[src/rtl/phase_sampler.sv]
// Phase sampler for the coupled-oscillator array: releases the array, lets it settle,
// counts per-spin phase agreement with the reference, then latches majority spin bits.
module phase_sampler #(
  parameter int unsigned N           = 8,
  parameter int unsigned CNT_W       = 16,
  parameter int unsigned SYNC_STAGES = 2,
  localparam int unsigned IDX_W      = (N > 1) ? $clog2(N) : 1
) (
  input  logic             clk,
  input  logic             axi_rst,
  input  logic             start,
  input  logic [CNT_W-1:0] settle_cycles,
  input  logic [CNT_W-1:0] sample_cycles,
  input  logic [N-1:0]     phase_in,
  input  logic             phase_ref,
  output logic             ising_rstn,
  output logic             busy,
  output logic             done,
  output logic [N-1:0]     spins,
  input  logic [IDX_W-1:0] rd_idx,
  output logic [CNT_W-1:0] rd_count
);

  localparam int unsigned SYNC_N = (SYNC_STAGES < 2) ? 2 : SYNC_STAGES;

  typedef enum logic [1:0] {
    S_IDLE,
    S_SETTLE,
    S_SAMPLE,
    S_DECIDE
  } state_t;

  logic [N-1:0]     r_sp_sync [SYNC_N];
  logic [SYNC_N-1:0] r_sr_sync;
  logic [N-1:0]     w_sp;
  logic             w_sr;

  state_t           r_state;
  state_t           w_state_nx;
  logic [CNT_W-1:0] r_timer;
  logic [CNT_W-1:0] w_timer_nx;
  logic [CNT_W-1:0] r_se;
  logic [CNT_W-1:0] r_me;
  logic [CNT_W-1:0] w_se_in;
  logic [CNT_W-1:0] w_me_in;
  logic             w_clr;
  logic             w_sample;
  logic             w_decide;
  logic             w_busy_nx;
  logic             w_rstn_nx;
  logic             w_done_nx;

  logic             r_busy;
  logic             r_rstn;
  logic             r_done;
  logic [N-1:0]     r_spins;
  logic [CNT_W-1:0] r_count [N];
  logic [CNT_W-1:0] w_rd_count;

  // Free-running synchronisers; equal depth keeps phase_in and phase_ref aligned.
  always_ff @(posedge clk or posedge axi_rst) begin
    if (axi_rst) begin
      for (int s = 0; s < int'(SYNC_N); s++) begin
        r_sp_sync[s] <= '0;
      end
      r_sr_sync <= '0;
    end else begin
      r_sp_sync[0] <= phase_in;
      for (int s = 1; s < int'(SYNC_N); s++) begin
        r_sp_sync[s] <= r_sp_sync[s-1];
      end
      r_sr_sync <= {r_sr_sync[SYNC_N-2:0], phase_ref};
    end
  end

  assign w_sp = r_sp_sync[SYNC_N-1];
  assign w_sr = r_sr_sync[SYNC_N-1];

  // Zero-length requests are stretched to one cycle.
  assign w_se_in = (settle_cycles == '0) ? CNT_W'(1) : settle_cycles;
  assign w_me_in = (sample_cycles == '0) ? CNT_W'(1) : sample_cycles;

  always_ff @(posedge clk or posedge axi_rst) begin
    if (axi_rst) begin
      r_state <= S_IDLE;
      r_timer <= '0;
      r_se    <= CNT_W'(1);
      r_me    <= CNT_W'(1);
      r_busy  <= 1'b0;
      r_rstn  <= 1'b0;
      r_done  <= 1'b0;
    end else begin
      r_state <= w_state_nx;
      r_timer <= w_timer_nx;
      r_busy  <= w_busy_nx;
      r_rstn  <= w_rstn_nx;
      r_done  <= w_done_nx;
      if (w_clr) begin
        r_se <= w_se_in;
        r_me <= w_me_in;
      end
    end
  end

  // Next state, phase timer and registered-output next values.
  always_comb begin
    w_state_nx = r_state;
    w_timer_nx = r_timer;
    w_clr      = 1'b0;
    w_sample   = 1'b0;
    w_decide   = 1'b0;
    case (r_state)
      S_IDLE: begin
        if (start) begin
          w_state_nx = S_SETTLE;
          w_timer_nx = '0;
          w_clr      = 1'b1;
        end
      end
      S_SETTLE: begin
        if (r_timer == r_se - CNT_W'(1)) begin
          w_state_nx = S_SAMPLE;
          w_timer_nx = '0;
        end else begin
          w_timer_nx = r_timer + CNT_W'(1);
        end
      end
      S_SAMPLE: begin
        w_sample = 1'b1;
        if (r_timer == r_me - CNT_W'(1)) begin
          w_state_nx = S_DECIDE;
          w_timer_nx = '0;
        end else begin
          w_timer_nx = r_timer + CNT_W'(1);
        end
      end
      S_DECIDE: begin
        w_decide   = 1'b1;
        w_state_nx = S_IDLE;
      end
      default: begin
        w_state_nx = S_IDLE;
      end
    endcase
    w_busy_nx = (w_state_nx != S_IDLE);
    w_rstn_nx = (w_state_nx == S_SETTLE) || (w_state_nx == S_SAMPLE);
    w_done_nx = (w_state_nx == S_DECIDE);
  end

  // Match counters and strict-majority spin decision (doubling avoids a divide).
  always_ff @(posedge clk or posedge axi_rst) begin
    if (axi_rst) begin
      for (int i = 0; i < int'(N); i++) begin
        r_count[i] <= '0;
      end
      r_spins <= '0;
    end else begin
      for (int i = 0; i < int'(N); i++) begin
        if (w_clr) begin
          r_count[i] <= '0;
        end else if (w_sample && (w_sp[i] == w_sr)) begin
          r_count[i] <= r_count[i] + CNT_W'(1);
        end
      end
      if (w_decide) begin
        for (int i = 0; i < int'(N); i++) begin
          r_spins[i] <= ({r_count[i], 1'b0} > {1'b0, r_me});
        end
      end
    end
  end

  always_comb begin
    w_rd_count = '0;
    if (32'(rd_idx) < N) begin
      w_rd_count = r_count[rd_idx];
    end
  end

  assign ising_rstn = r_rstn;
  assign busy       = r_busy;
  assign done       = r_done;
  assign spins      = r_spins;
  assign rd_count   = w_rd_count;

endmodule

[config.mk]
export PLATFORM = sky130hd
export DESIGN_NAME = phase_sampler
export DESIGN_NICKNAME = d
export VERILOG_FILES = /design/src/rtl/phase_sampler.sv
export SDC_FILE = /design/constraint.sdc
export NUM_CORES = 1
export LEC_CHECK = 0
export BUFFER_PORTS_ARGS = -buffer_cell sky130_fd_sc_hd__buf_4
export CELL_PAD_IN_SITES_DETAIL_PLACEMENT = 0
export CELL_PAD_IN_SITES_GLOBAL_PLACEMENT = 1
export CORE_AREA = 2 2 139 242
export DETAILED_ROUTE_END_ITERATION = 8
export DIE_AREA = 0 0 141 244
export PLACE_DENSITY = 0.86
export SETUP_SLACK_MARGIN = 0.15
export SLEW_MARGIN = 20
export SYNTH_ARGS = -nofsm -noshare
export SYNTH_HDL_FRONTEND = slang
export SYNTH_SLANG_ARGS = --single-unit
[constraint.sdc]
create_clock -name clk -period 8.7 [get_ports clk]
set_clock_uncertainty 0.1 [all_clocks]
set_input_delay 2.61 -clock clk [delete_from_list [all_inputs] [get_ports clk]]
set_output_delay 2.61 -clock clk [all_outputs]
set_load 0.005 [all_outputs]
==> results by stage, run 1 <==
CTS:
- In this run, CTS created clock tree buffers numbering 22.
- TritonCTS built the clock tree.
- The worst-skew pair later-pin latency is between 0.5 and 0.6 ns.
- Clock-pin slew was measured on the worst setup and hold paths at about 0.06 ns.
- The total setup buffers inserted after CTS is 0.
- The number of gates resized after CTS is 0.
- In this run the deepest clock path goes through 3 buffers.
- The buffer cell driving the clock tree root is sky130_fd_sc_hd__clkbuf_16.
- The number of sinks driven by the clock tree is roughly 210.
- The H-tree depth is 1.
- After clock tree synthesis, the flow added hold-fix buffers numbering 0.

Floorplanning:
- The horizontal extent of the die is 141 um.
- The die is 244 um tall.
- The floorplan step defined a die boundary enclosing 0.0344 mm2.
- The core area is between 0.03 and 0.04 mm2.
- The floorplan row count is 87.
- The I/O pin count is 74.
- Once the floorplan was initialized, standard cells occupied about 44% of the core.

Place:
- The pre-CTS worst setup slack is 1.88 ns.
- After legalization and detailed placement, the total HPWL measured 33,400 um.
- The count of buffers from port buffering is 73.
- The global placement routability congestion is 1.01.

Finish:
- Compared with the post-synthesis result, the final layout area differs by 11.4%.
- The multi-input combinational cell area is 0.00854 mm2.
- Leaving out fill and tap cells, the most frequent cells in the layout are 205 x sky130_fd_sc_hd__dfrtp_1, 169 x sky130_fd_sc_hd__nor2_1, 143 x sky130_fd_sc_hd__nand2_1.
- The diode insertion count for antenna repair is 0.
- Summing all flip-flop and latch instances after layout gives between 0.005 and 0.006 mm2.
- In the final design database the tool counted approximately 1,700 nets.
- The library cell used most frequently in the layout, excluding fill and tap cells, is sky130_fd_sc_hd__dfrtp_1.
- Cells with a size suffix above 1 make up 12.2% of the layout.
- The number of filler cells placed in the layout is about 3,000.

Synthesis:
- The mean instance size in the synthesized netlist is ~9.6 um2.
- The number of enable-type register cells in the synthesized netlist is 0.
- The mapped netlist covers roughly 0.014 mm2.
- The count of different cell masters after synthesis is 67.
- The share of synthesized flip-flops with an asynchronous set or reset is between 90% and 100%.
- The number of nets in the synthesized netlist is around 1,700.
- For this run, the number of Yosys warnings is 0.
- Of the synthesized area, sequential elements account for between 30% and 40%.
- The most used flip-flop cell after synthesis is sky130_fd_sc_hd__dfrtp_1.
- In the synthesized netlist, the number of instances is around 1,500.
- The synthesized design contains between 200 and 250 register bits.

Power and ir drop:
- In this run the power spent charging and discharging nets is about 0.0013 W.
- The switching portion of total power is approximately two fifths.
- The clock network power share is 29.4%.
- In this run, the combinational gates consume between 30% and 40% of the power.
- The leakage power is 7.42 nW.
- The power share of the sequential group is 35.6%.
- The internal power is about 0.0021 W.
- Power spread over the standard cell area amounts to approximately 220 mW/mm2.
- The peak supply drop is between 150 and 200 uV.

Run:
- The number of maximum-capacitance violations is 0.

Critical path:
- Data on the critical path is required at its endpoint by roughly 6 ns.
- The worst setup path is of the in -> out kind.
- Data on the critical path arrives at its endpoint at slightly above 4 ns.
- The launching element type of the critical path is a primary input.
- The capturing element type of the critical path is an output pin.
- The largest fanout on the critical path is 32.

Detailed routing:
- The detailed-route DRC error count is 0.
- The detailed-route wire length is 44,400 um.
- The total via count after detailed routing is roughly 12,000.
- The iteration count of the initial detailed-routing pass is 5.
- The number of DRC markers in iteration 0 is 791.
- In the routed layout, each cell is associated on average with a via count of between 6 and 7.
- The detail route stage leaves a number of antenna-violating nets equal to 0.
- Dividing the detail-routed wire length by the instance count gives roughly 23 um.

Global route:
- Global routing consumed, over all layers together, approximately a quarter of the routing resources.
- Entering global routing, the biggest net connects 88 pins.
- The via count of the first global-routing pass is 11,900.
- The first global-routing pass estimated approximately 70,000 um of wire.
- The total congestion overflow after global routing is 0.
- The number of antenna violations at the first check in global routing is 0.

Timing:
- The worst path needs around 6.8 ns of the cycle, external delays included.
- Setup repair after global routing left no endpoint under its margin.
- Adding up every negative setup slack in the final design gives 0 ns.
- The measured slew at the worst slew-check pin is about 0.9 ns.
- The worst relative slew slack is between 30 and 40%.
- The worst path uses slightly below 80% of the clock period.
- The number of hold-slack violations in the final timing report is 0.
- The number of pins exceeding their max-slew limit in the final report came to 0.
- The slack of the critical path is about 1.9 ns.
- The fmax is 0.147 GHz.
- The number of endpoints failing setup at the final stage is 0.

Run status:
- The flow ran to the end, and the final reports show no timing, DRC or antenna violations.

Min path:
- The class of the most critical hold timing path is reg -> reg.
==> cells in the mapped netlist (all sizes together), types with 3 or more instances <==
| cell type | instances | area share (%) |
|---|---|---|
| mux4 | 32 | 5.1 |
| dfrtp | 205 | 36 |
| nand4b | 7 | 0.43 |
| and2 | 11 | 0.49 |
| a2111oi | 6 | 0.42 |
| nand2b | 4 | 0.18 |
| nor4b | 5 | 0.31 |
| clkbuf | 49 | 1.3 |
| a21o | 49 | 2.6 |
| inv | 34 | 0.90 |
| o21ai | 55 | 2.0 |
| a211oi | 9 | 0.48 |
| nand3 | 45 | 1.6 |
| a311oi | 3 | 0.19 |
| mux2 | 18 | 1.4 |
| o221ai | 4 | 0.25 |
| o22ai | 5 | 0.27 |
| a31oi | 3 | 0.13 |
| nand2 | 143 | 3.8 |
| nor2b | 14 | 0.67 |
| or4 | 7 | 0.37 |
| buf | 14 | 0.50 |
| a21oi | 45 | 1.6 |
| and3 | 12 | 0.53 |
| a22o | 12 | 0.75 |
| and4 | 9 | 0.56 |
| nor2 | 169 | 4.5 |
| or3 | 20 | 0.89 |
| o211ai | 6 | 0.32 |
| nor4 | 14 | 0.77 |
| nand4 | 73 | 3.2 |
| nor3 | 26 | 0.92 |
| a21boi | 4 | 0.21 |
| or2 | 11 | 0.49 |
| o21a | 18 | 0.96 |
| mux2i | 9 | 0.64 |
| xnor2 | 55 | 3.4 |
| o31ai | 3 | 0.16 |
| xor2 | 99 | 6.1 |
| nor3b | 6 | 0.32 |
| ha | 138 | 12 |
==> power groups by stage <==
stage | Combinational (W) | Clock, W | Sequential (W)
after floorplan | 0.000874 | 0 | 0.00115
after global placement | 0.00113 | 0 | 0.00122
after detailed placement | 0.00118 | 0 | 0.00122
after CTS | 0.00118 | 0.00101 | 0.00121
after global routing | 0.00134 | 0.00105 | 0.00122
final | 0.00119 | 0.000996 | 0.00121
==> layout make-up <==
cell class	count	area share (%)
clock buffer	25	3.71
clock inverter	14	1.03
inverter	35	0.884
multi-input combinational	1167	54.4
sequential	207	33.0
tap	400	3.19
timing repair buffer	80	3.82
==> worst max-delay path, stage by stage <==
cell                     delay, ns
sky130_fd_sc_hd__buf_4        0.45
sky130_fd_sc_hd__mux4_2       0.58
sky130_fd_sc_hd__mux2_2       0.31
sky130_fd_sc_hd__buf_4        0.14
==> state kept, by name, summed over array words and instances (netlist names) <==
name        cells
r_se           16
r_sr_sync       2
done            1
r_sp_sync       8
ising_rstn      1
r_count       128
busy            1
w_sp            8
r_me           16
spins           8
r_state         2
r_timer        16
==> final timing paths <==
path / start / end / slack, ns / depth (start not counted)
worst max-delay path: rd_idx[0] / rd_count[4] / 1.88 / 4
worst min-delay path: r_sp_sync[13] / w_sp[5] / 0.25 / 0
min in group asynchronous: axi_rst / r_count[0] / 2.07 / 2
worst min register to register: r_sp_sync[13] / w_sp[5] / 0.25 / 0
worst max register to register: r_me[1] / r_timer[0] / 4.66 / 9
max in group asynchronous: axi_rst / w_sp[3] / 5.01 / 3
==> per-stage QoR <==
step / std cells / power, W / utilization [%] / hold WS [ns] / instance area (um2)
2_1_floorplan: 1472 / 0.00203 / - / 0.231 / 14100
3_3_place_gp: 1889 / 0.00236 / 46.3 / 0.233 / 15000
3_5_place_dp: 1889 / 0.00240 / 46.3 / 0.236 / 15000
4_1_cts: 1928 / 0.00340 / 48.6 / 0.249 / 15700
5_1_grt: 1928 / 0.00361 / 48.6 / 0.248 / 15700
6_report: 1928 / 0.00339 / 48.6 / 0.245 / 15700
==> layer usage <==
layer / vias up / global-route usage, % / wire length [um]
met5: - / 0 / 0
met4: 0 / 16.6 / 3330
met3: 163 / 4.11 / 2590
met2: 431 / 47.0 / 22500
met1: 5804 / 29.1 / 16000
li1: 5391 / - / -
==> logic make-up after synthesis <==
kind of cell,Yosys count,share of synthesized area (%)
and+or+nand+nor,581,20.4
AOI/OAI and AO/OA,235,11.2
DFF,207,36.7
xor gates and xnor gates,154,9.56
adders and majority gates,138,12.2
buffers and inverters,98,2.73
muxes,59,7.18
Note: power is estimated with default switching activity, not from simulation.
==> inputs of run 2 (changes only) <==
--- a/config.mk
+++ b/config.mk
@@ -5,13 +5,14 @@
 export SDC_FILE = /design/constraint.sdc
 export NUM_CORES = 1
 export LEC_CHECK = 0
+export ABC_AREA = 1
 export BUFFER_PORTS_ARGS = -buffer_cell sky130_fd_sc_hd__buf_4
 export CELL_PAD_IN_SITES_DETAIL_PLACEMENT = 0
 export CELL_PAD_IN_SITES_GLOBAL_PLACEMENT = 1
-export CORE_AREA = 2 2 139 242
+export CORE_AREA = 2 2 143 250
 export DETAILED_ROUTE_END_ITERATION = 8
-export DIE_AREA = 0 0 141 244
-export PLACE_DENSITY = 0.86
+export DIE_AREA = 0 0 145 252
+export PLACE_DENSITY = 0.9
 export SETUP_SLACK_MARGIN = 0.15
 export SLEW_MARGIN = 20
 export SYNTH_ARGS = -nofsm -noshare
==> constraint.sdc (replaced) <==
create_clock -name clk -period 7.1 [get_ports clk]
set_clock_uncertainty 0.1 [all_clocks]
set_input_delay 2.13 -clock clk [delete_from_list [all_inputs] [get_ports clk]]
set_output_delay 2.13 -clock clk [all_outputs]
set_load 0.005 [all_outputs]
==> run 2 against run 1 <==
Net effect: critical endpoint unchanged; total power increased by 38%; highest routed layer unchanged; sequential power is 19% higher; hold slack better by 0.0060 ns.
==> results by stage, run 2 <==
Critical path:
- The largest fanout on the critical path is 65 (+100%).
- The minimum setup slack among reg-to-reg paths is 3.90 ns (-0.76 ns).
- The startpoint identified for the worst register-to-register timing path is r_state[0].
- The data arrival time of the worst path is 3.91 ns (-0.20 ns).
- The cell count of the worst reg-to-reg path is 11 (+2).
- The critical path start-end classification is in -> out.
- STA classifies the critical path endpoint as an output pin.
- The launching element type of the critical path is a primary input.
- The reg-to-reg critical path endpoint is r_count[94].
- The critical path required time is 4.87 ns (-1.12 ns).

Synthesis:
- In the synthesized netlist the dominant register cell turns out to be sky130_fd_sc_hd__dfrtp_1.
- Sorting the synthesized cells by area gives the leading types as sky130_fd_sc_hd__dfrtp_1 33%, sky130_fd_sc_hd__nand2_1 11%, sky130_fd_sc_hd__ha_1 11%.
- The post-synth design cell area came to 0.0157 mm2 (+11%).
- The cell taking the most area after synthesis is sky130_fd_sc_hd__dfrtp_1.
- The number of nets in the synthesized netlist is 2,356 (+42%).
- The number of enable-type register cells in the synthesized netlist is 0 (unchanged).
- The count of warnings emitted by yosys is 0 (unchanged).
- The cell with the most instances after synthesis is sky130_fd_sc_hd__nand2_1.
- The post-synthesis register bit count came to 207 (unchanged).
- The number of instances in the synthesized netlist is 2,171 (+47%).
- The mean instance size in the synthesized netlist is 7.22 um2 (-25%).
- By count the netlist is led by 473 x sky130_fd_sc_hd__nand2_1, 235 x sky130_fd_sc_hd__inv_1, 205 x sky130_fd_sc_hd__dfrtp_1.
- The count of different cell masters after synthesis is 53 (-21%).
- The share of synthesized flip-flops with an asynchronous set or reset came to 100% (unchanged).
- The sequential share of the synthesized area is 33.1% (-3.7 points).
- The top cell type's share of synthesized area was 32.7% (-3.6 points).

Finish:
- The library cells used most frequently in the layout, excluding fill and tap cells, are 472 x sky130_fd_sc_hd__nand2_1, 232 x sky130_fd_sc_hd__inv_1, 205 x sky130_fd_sc_hd__dfrtp_1.
- The final net count is 2,392 (+41%).
- The synthesis-to-finish area growth is 10.5%.
- The diode insertion count for antenna repair was 0 (unchanged).
- The most common cell after layout, fill and taps aside is sky130_fd_sc_hd__nand2_1.
- The largest register by flop count is r_count.
- The layout cell share with drive strength beyond 1 was 8.33% (-3.9 points).
- The flip-flop count of the largest register, all copies and words added is 128 (unchanged).

Timing:
- Based on the critical path, the design can be clocked at up to ~0.16 GHz.
- Setup repair after global routing left no endpoint under its margin.
- For the finished layout, the period the worst path requires is about 6 ns.
- The number of pins exceeding their max-slew limit in the final report is 0 (unchanged).
- The measured slew at the worst slew-check pin is 1.07 ns (+0.153 ns).
- The worst relative slew slack was 28.8% (-10 points).
- The number of hold-slack violations in the final timing report is 0 (unchanged).
- Of the available clock period, the critical path in the final layout requires between 80 and 90%.
- The number of endpoints failing setup at the final stage is 0 (unchanged).
- The slack of the critical path is 0.963 ns (-0.918 ns).
- The setup TNS was 0 ns (unchanged).

Floorplanning:
- The horizontal extent of the die is 145 um (+2.8%).
- The effective utilization at floorplan is 45.6% (+2.0 points).
- The height of the chip is 252 um (+3.3%).
- The floorplan die area is 0.0365 mm2 (+6.2%).
- The I/O pin count is 74 (unchanged).
- The floorplan row count is 90 (+3.4%).
- The core area is 0.0343 mm2 (+6.2%).

Power and ir drop:
- The overall power consumption is 0.00469 W (+38%).
- The clock network power share came to 25.3% (-4.1 points).
- The internal power is 0.00261 W (+26%).
- The portion of total power attributed to combinational logic came to 44.1% (+9.1 points).
- The leakage power was 8.48 nW (+14%).
- The power share of the sequential group is 30.7% (-4.9 points).
- The switching power of the nets was 0.00208 W (+57%).
- The switching portion of total power was 44.3% (+5.2 points).
- The power per cell area is 271 mW/mm2 (+26%).
- The peak supply drop came to 201 uV (+15%).

Detailed routing:
- The detailed-route DRC error count is 0 (unchanged).
- The number of DRC markers in iteration 0 came to 825 (+4.3%).
- The detailed-route wire length came to 53,500 um (+21%).
- The total via count after detailed routing is 15,500 (+32%).
- The post-detailed-route via-to-cell ratio came to 5.79 (-5.3%).
- The iteration count of the initial detailed-routing pass came to 6 (+1).
- The number of routed nets with antenna violations was 0 (unchanged).
- The mean routed wirelength per cell was 20.0 um (-13%).

Global route:
- The met2 track utilization from global routing came to 55.9% (+8.9 points).
- The largest net degree at the start of global routing is 121 (+38%).
- The total global routing track utilization is 29.2% (+2.8 points).
- The number of antenna violations at the first check in global routing is 0 (unchanged).
- The met3 routing resource usage after global routing was 3.98% (-0.13 points).
- The global-route track usage on met1 is 28.4% (-0.75 points).
- The total congestion overflow after global routing is 0 (unchanged).
- The first-pass GRT wire length is 83,400 um (+19%).
- The via count of the first global-routing pass was 15,400 (+29%).
- The layer with the highest usage after global routing is met2.

CTS:
- The worst-skew pair later-pin latency is 0.55 ns (+0.02 ns).
- The H-tree depth is 1 (unchanged).
- The buffer depth of the longest clock path is 3 (unchanged).
- The number of sinks driven by the clock tree was 207 (unchanged).
- The total setup buffers inserted after CTS is 0 (unchanged).
- The buffer cell driving the clock tree root is sky130_fd_sc_hd__clkbuf_16.
- The hold buffer count at cts is 0 (unchanged).
- The number of gates resized after CTS is 0 (unchanged).
- The clock slew seen by the registers of the worst setup and hold paths came to 0.06 ns (about the same).
- TritonCTS built the clock tree.
- The number of clock buffers inserted by TritonCTS was 22 (unchanged).

Run:
- The number of maximum-capacitance violations is 0 (unchanged).

Min path:
- The path with the worst hold slack has its endpoint at r_sr_sync[1].
- The startpoint of the worst hold path is r_sr_sync[0].
- The min-delay analysis places its worst path in the category reg -> reg.
- The hold-critical path depth was 0 (unchanged).

Place:
- The half-perimeter wire length of the detailed placement result was 41,200 um (+23%).
- The global placement routability congestion came to 0.953 (-5.5%).
- The pre-CTS worst setup slack was 1.01 ns (-0.874 ns).
- The count of buffers from port buffering came to 73 (unchanged).

Run status:
- The flow ran to the end, and the final reports show no timing, DRC or antenna violations.
run 2: cell types whose count changed after synthesis, moves of 32 or more:
cell	previous run	this run
sky130_fd_sc_hd__a21o_1	49	8
sky130_fd_sc_hd__a21oi_1	45	165
sky130_fd_sc_hd__inv_1	34	235
sky130_fd_sc_hd__mux4_2	32	0
sky130_fd_sc_hd__nand2_1	143	473
sky130_fd_sc_hd__nand3_1	45	146
sky130_fd_sc_hd__nor3_1	26	62
sky130_fd_sc_hd__o21ai_0	51	154
sky130_fd_sc_hd__xnor2_1	55	13
sky130_fd_sc_hd__xor2_1	99	35
run 2: worst max path at each step:
stage | endpoint | slack [ns] | startpoint
detailed placement | rd_count[1] | 1.01 | rd_idx[0]
CTS | rd_count[1] | 0.99 | rd_idx[0]
finish | rd_count[4] | 0.96 | rd_idx[0]
global placement | rd_count[1] | 0.96 | rd_idx[0]
global route | rd_count[1] | 0.75 | rd_idx[0]
floorplan | rd_count[5] | 1.53 | rd_idx[0]
run 2: layout make-up:
class,count,area [um2]
clock inverter,7,82.6
sequential,207,5180
timing repair buffer,81,633
multi-input combinational,1649,9270
clock buffer,31,644
tap,460,576
inverter,246,930
fill,3409,17000
run 2: worst max-delay path, cell delays in order:
cell                       delay [ns]
sky130_fd_sc_hd__buf_4           0.43
sky130_fd_sc_hd__clkinv_1        0.13
sky130_fd_sc_hd__buf_4           0.32
sky130_fd_sc_hd__nand2_1         0.11
sky130_fd_sc_hd__o21ai_0         0.09
sky130_fd_sc_hd__a221oi_1        0.29
sky130_fd_sc_hd__a31oi_1         0.12
sky130_fd_sc_hd__buf_4           0.20
run 2: stage by stage:
stage	instance area, um2	hold slack, ns	util, %	instances
finish	17300	0.251	50.4	2681
global route	17300	0.260	50.4	2681
CTS	17300	0.254	50.4	2681
detailed placement	16600	0.238	48.3	2643
global placement	16600	0.234	48.3	2643
floorplan	15700	0.231	-	2171
run 2: logic make-up (layout without fill, tap and decap cells):
kind of cell | count (synthesis) | count (layout) | share of synthesized area [%]
AO/OA/AOI/OAI | 413 | 413 | 14.7
XOR/XNOR | 48 | 48 | 2.68
buffers and inverters | 315 | 365 | 7.83
AND/OR/NAND/NOR | 1050 | 1050 | 30.7
flip-flops | 207 | 207 | 33.1
adder cells (fa/ha/maj) | 138 | 138 | 11.0
run 2: power by group through the flow:
| stage | combinational [W] | sequential [W] | clock [W] |
|---|---|---|---|
| 5_1_grt | 0.00230 | 0.00146 | 0.00125 |
| 3_5_place_dp | 0.00205 | 0.00146 | 0 |
| 3_3_place_gp | 0.00200 | 0.00146 | 0 |
| 4_1_cts | 0.00205 | 0.00144 | 0.00121 |
| 2_1_floorplan | 0.00145 | 0.00142 | 0 |
| 6_report | 0.00207 | 0.00144 | 0.00119 |
run 2: routing by layer:
layer | vias up | wire length, um
li1 | 7457 | -
met1 | 7398 | 18500
met2 | 477 | 28000
met3 | 193 | 2460
met4 | 0 | 4460
met5 | - | 0
==> inputs of run 3 (changes only) <==
--- a/config.mk
+++ b/config.mk
@@ -12,7 +12,7 @@
 export CORE_AREA = 2 2 143 250
 export DETAILED_ROUTE_END_ITERATION = 8
 export DIE_AREA = 0 0 145 252
-export PLACE_DENSITY = 0.9
+export PLACE_DENSITY = 0.89
 export SETUP_SLACK_MARGIN = 0.15
 export SLEW_MARGIN = 20
 export SYNTH_ARGS = -nofsm -noshare
==> run 3 against run 2 <==
Net effect: critical endpoint is now rd_count[8]; cell count rose by 0.26%; maximum frequency rose by 1.1%; cell area rose by 0.84%.
==> results by stage, run 3 (synthesis results as in run 2) <==
Timing:
- The number of hold-slack violations in the final timing report is 0 (unchanged).
- The measured slew at the worst slew-check pin was 1.02 ns (-0.0472 ns).
- The number of endpoints failing setup at the final stage was 0 (unchanged).
- The clock period minus final worst setup slack is 6.07 ns (-0.0675 ns).
- The setup TNS is 0 ns (unchanged).
- The period utilization was 85.5% (-0.95 points).
- The fmax came to 0.165 GHz (+1.1%).
- The worst relative slew slack came to 31.1% (+2.3 points).
- The number of pins exceeding their max-slew limit in the final report was 0 (unchanged).
- Setup repair after global routing left no endpoint under its margin.

Critical path:
- The largest fanout on the critical path is 33 (-49%).
- By startpoint and endpoint, the worst setup path is classified as in -> out.
- The worst setup path is launched from a primary input.
- The critical path required time is 4.87 ns (about the same).
- STA classifies the critical path endpoint as an output pin.
- The delay contributed by the slowest stage of the critical path was 0.73 ns (+0.30 ns).
- Walking the worst path, the cells encountered are buf_4, inv_1, a21oi_1, a221oi_1, a31oi_1, buf_4.
- The critical register-to-register path startpoint is r_me[1].
- The data arrival time of the worst path is 3.84 ns (-0.07 ns).
- The start point of the critical path is rd_idx[1].
- The cell with the largest stage delay on the worst path is sky130_fd_sc_hd__inv_1.
- Among the stages of the critical path, the cell type that occurs most often is sky130_fd_sc_hd__buf_4.

Place:
- The total placed cells including tap cells is 2,646 (+0.11%).
- The count of buffers from port buffering is 73 (unchanged).
- The global placement routability congestion was 0.951 (-0.26%).
- The half-perimeter wire length of the detailed placement result came to 41,100 um (-0.17%).

Floorplanning:
- The floorplan row count is 90 (unchanged).
- The core area is 0.0343 mm2 (unchanged).
- The horizontal extent of the die is 145 um (unchanged).
- The effective utilization at floorplan was 45.6% (unchanged).
- The height of the chip came to 252 um (unchanged).
- The floorplan die area came to 0.0365 mm2 (unchanged).
- The I/O pin count is 74 (unchanged).

CTS:
- The buffer depth of the longest clock path is 3 (unchanged).
- Clock tree synthesis selected as its root buffer the cell sky130_fd_sc_hd__clkbuf_16.
- The hold buffer count at cts is 0 (unchanged).
- The number of gates resized after CTS is 0 (unchanged).
- The total setup buffers inserted after CTS was 0 (unchanged).
- The CTS tree is yes.
- The H-tree depth is 1 (unchanged).
- The number of clock buffers inserted by TritonCTS is 23 (+4.5%).
- The worst-skew pair later-pin latency is 0.54 ns (about the same).
- The number of sinks driven by the clock tree was 207 (unchanged).
- The clock slew seen by the registers of the worst setup and hold paths came to 0.07 ns (about the same).

Detailed routing:
- The mean routed wirelength per cell is 20.1 um (+0.51%).
- The iteration count of the initial detailed-routing pass is 6 (unchanged).
- The detailed-route DRC error count was 0 (unchanged).
- The detailed-route wire length is 53,900 um (+0.77%).
- The total via count after detailed routing is 15,300 (-1.3%).
- The post-detailed-route via-to-cell ratio is 5.70 (-1.6%).
- The number of DRC markers in iteration 0 is 979 (+19%).
- The number of routed nets with antenna violations was 0 (unchanged).

Global route:
- The via count of the first global-routing pass is 15,100 (-1.8%).
- The number of antenna violations at the first check in global routing was 2 (+2).
- The largest net degree at the start of global routing is 116 (-4.1%).
- The total global routing track utilization came to 29.1% (-0.036 points).
- The first-pass GRT wire length is 83,000 um (-0.50%).
- The total congestion overflow after global routing is 0 (unchanged).

Finish:
- The flip-flop count of the largest register, all copies and words added is 128 (unchanged).
- In the layout the commonest cells are 472 x sky130_fd_sc_hd__nand2_1, 233 x sky130_fd_sc_hd__inv_1, 205 x sky130_fd_sc_hd__dfrtp_1.
- More flip-flops sit in one register than any other, and that register is r_count.
- The most common cell after layout, fill and taps aside is sky130_fd_sc_hd__nand2_1.
- The synthesis-to-finish area growth is 11.4%.
- The number of filler cells placed in the layout is 3,423 (+0.41%).
- The layout cell share with drive strength beyond 1 came to 8.58% (+0.25 points).
- The filler-free cell count of the finished design is 2,688 (+0.26%).
- The final net count is 2,396 (+0.17%).

Power and ir drop:
- The leakage power is 8.56 nW (+0.95%).
- The peak supply drop came to 196 uV (-2.3%).
- The power per cell area is 281 mW/mm2 (+3.6%).

Run:
- The number of maximum-capacitance violations is 0 (unchanged).

Min path:
- The class of the most critical hold timing path is reg -> reg.
- The startpoint identified for the worst hold timing path is r_sp_sync[13].

Run status:
- The flow ran to the end, and the final reports show no timing, DRC or antenna violations.
-- run 3: final cells by class --
| type | count | area (um2) | area share [%] |
|---|---|---|---|
| Timing Repair Buffer | 84 | 643 | 3.68 |
| Sequential cell | 207 | 5180 | 29.7 |
| Antenna cell | 1 | 2.50 | 0.0143 |
| Clock buffer | 31 | 656 | 3.75 |
| Inverter | 246 | 930 | 5.32 |
| Clock inverter | 10 | 205 | 1.18 |
| Tap cell | 460 | 576 | 3.30 |
| Multi-Input combinational cell | 1649 | 9270 | 53.1 |
-- run 3: per-stage QoR --
step	instance area [um2]	setup slack, ns	power, W	util, %	hold WS [ns]
6_report	17500	1.03	0.00490	50.8	0.249
5_1_grt	17500	0.858	0.00522	50.8	0.260
4_1_cts	17500	1.09	0.00491	50.8	0.251
3_5_place_dp	16600	1.08	0.00350	48.3	0.236
3_3_place_gp	16600	1.06	0.00346	48.3	0.234
2_1_floorplan	15700	1.53	0.00287	-	0.231
-- run 3: power by group --
group	total [W]	switching [W]	leakage [nW]	internal, W
sequential	0.00144	0.000143	2.76	0.00130
combinational	0.00208	0.00143	5.38	0.000649
clock	0.00139	0.000522	0.416	0.000863
-- run 3: per-layer routing --
metal	wire [um]	part of all wire, %	up-vias	GRT usage, %
li1	-	-	7452	-
met1	19000	35	7249	29.1
met2	28200	52	440	55.7
met3	2620	4.8	177	4.03
met4	4160	7.7	0	19.3
met5	0	0	-	0
-- run 3: critical path, delay by kind of cell --
family	cells	cell delay, ns
buffers and inverters	3	1.13
AO/OA/AOI/OAI	3	0.56
-- run 3: final timing paths --
path                                end  slack, ns  cells after the start
max in group asynchronous  r_count[106]       4.02                      3
min in group asynchronous          done       1.60                      2
min reg2reg                     w_sp[5]       0.25                      0
max reg2reg                        done       3.98                     14
max                         rd_count[8]       1.03                      6
min                             w_sp[5]       0.25                      0
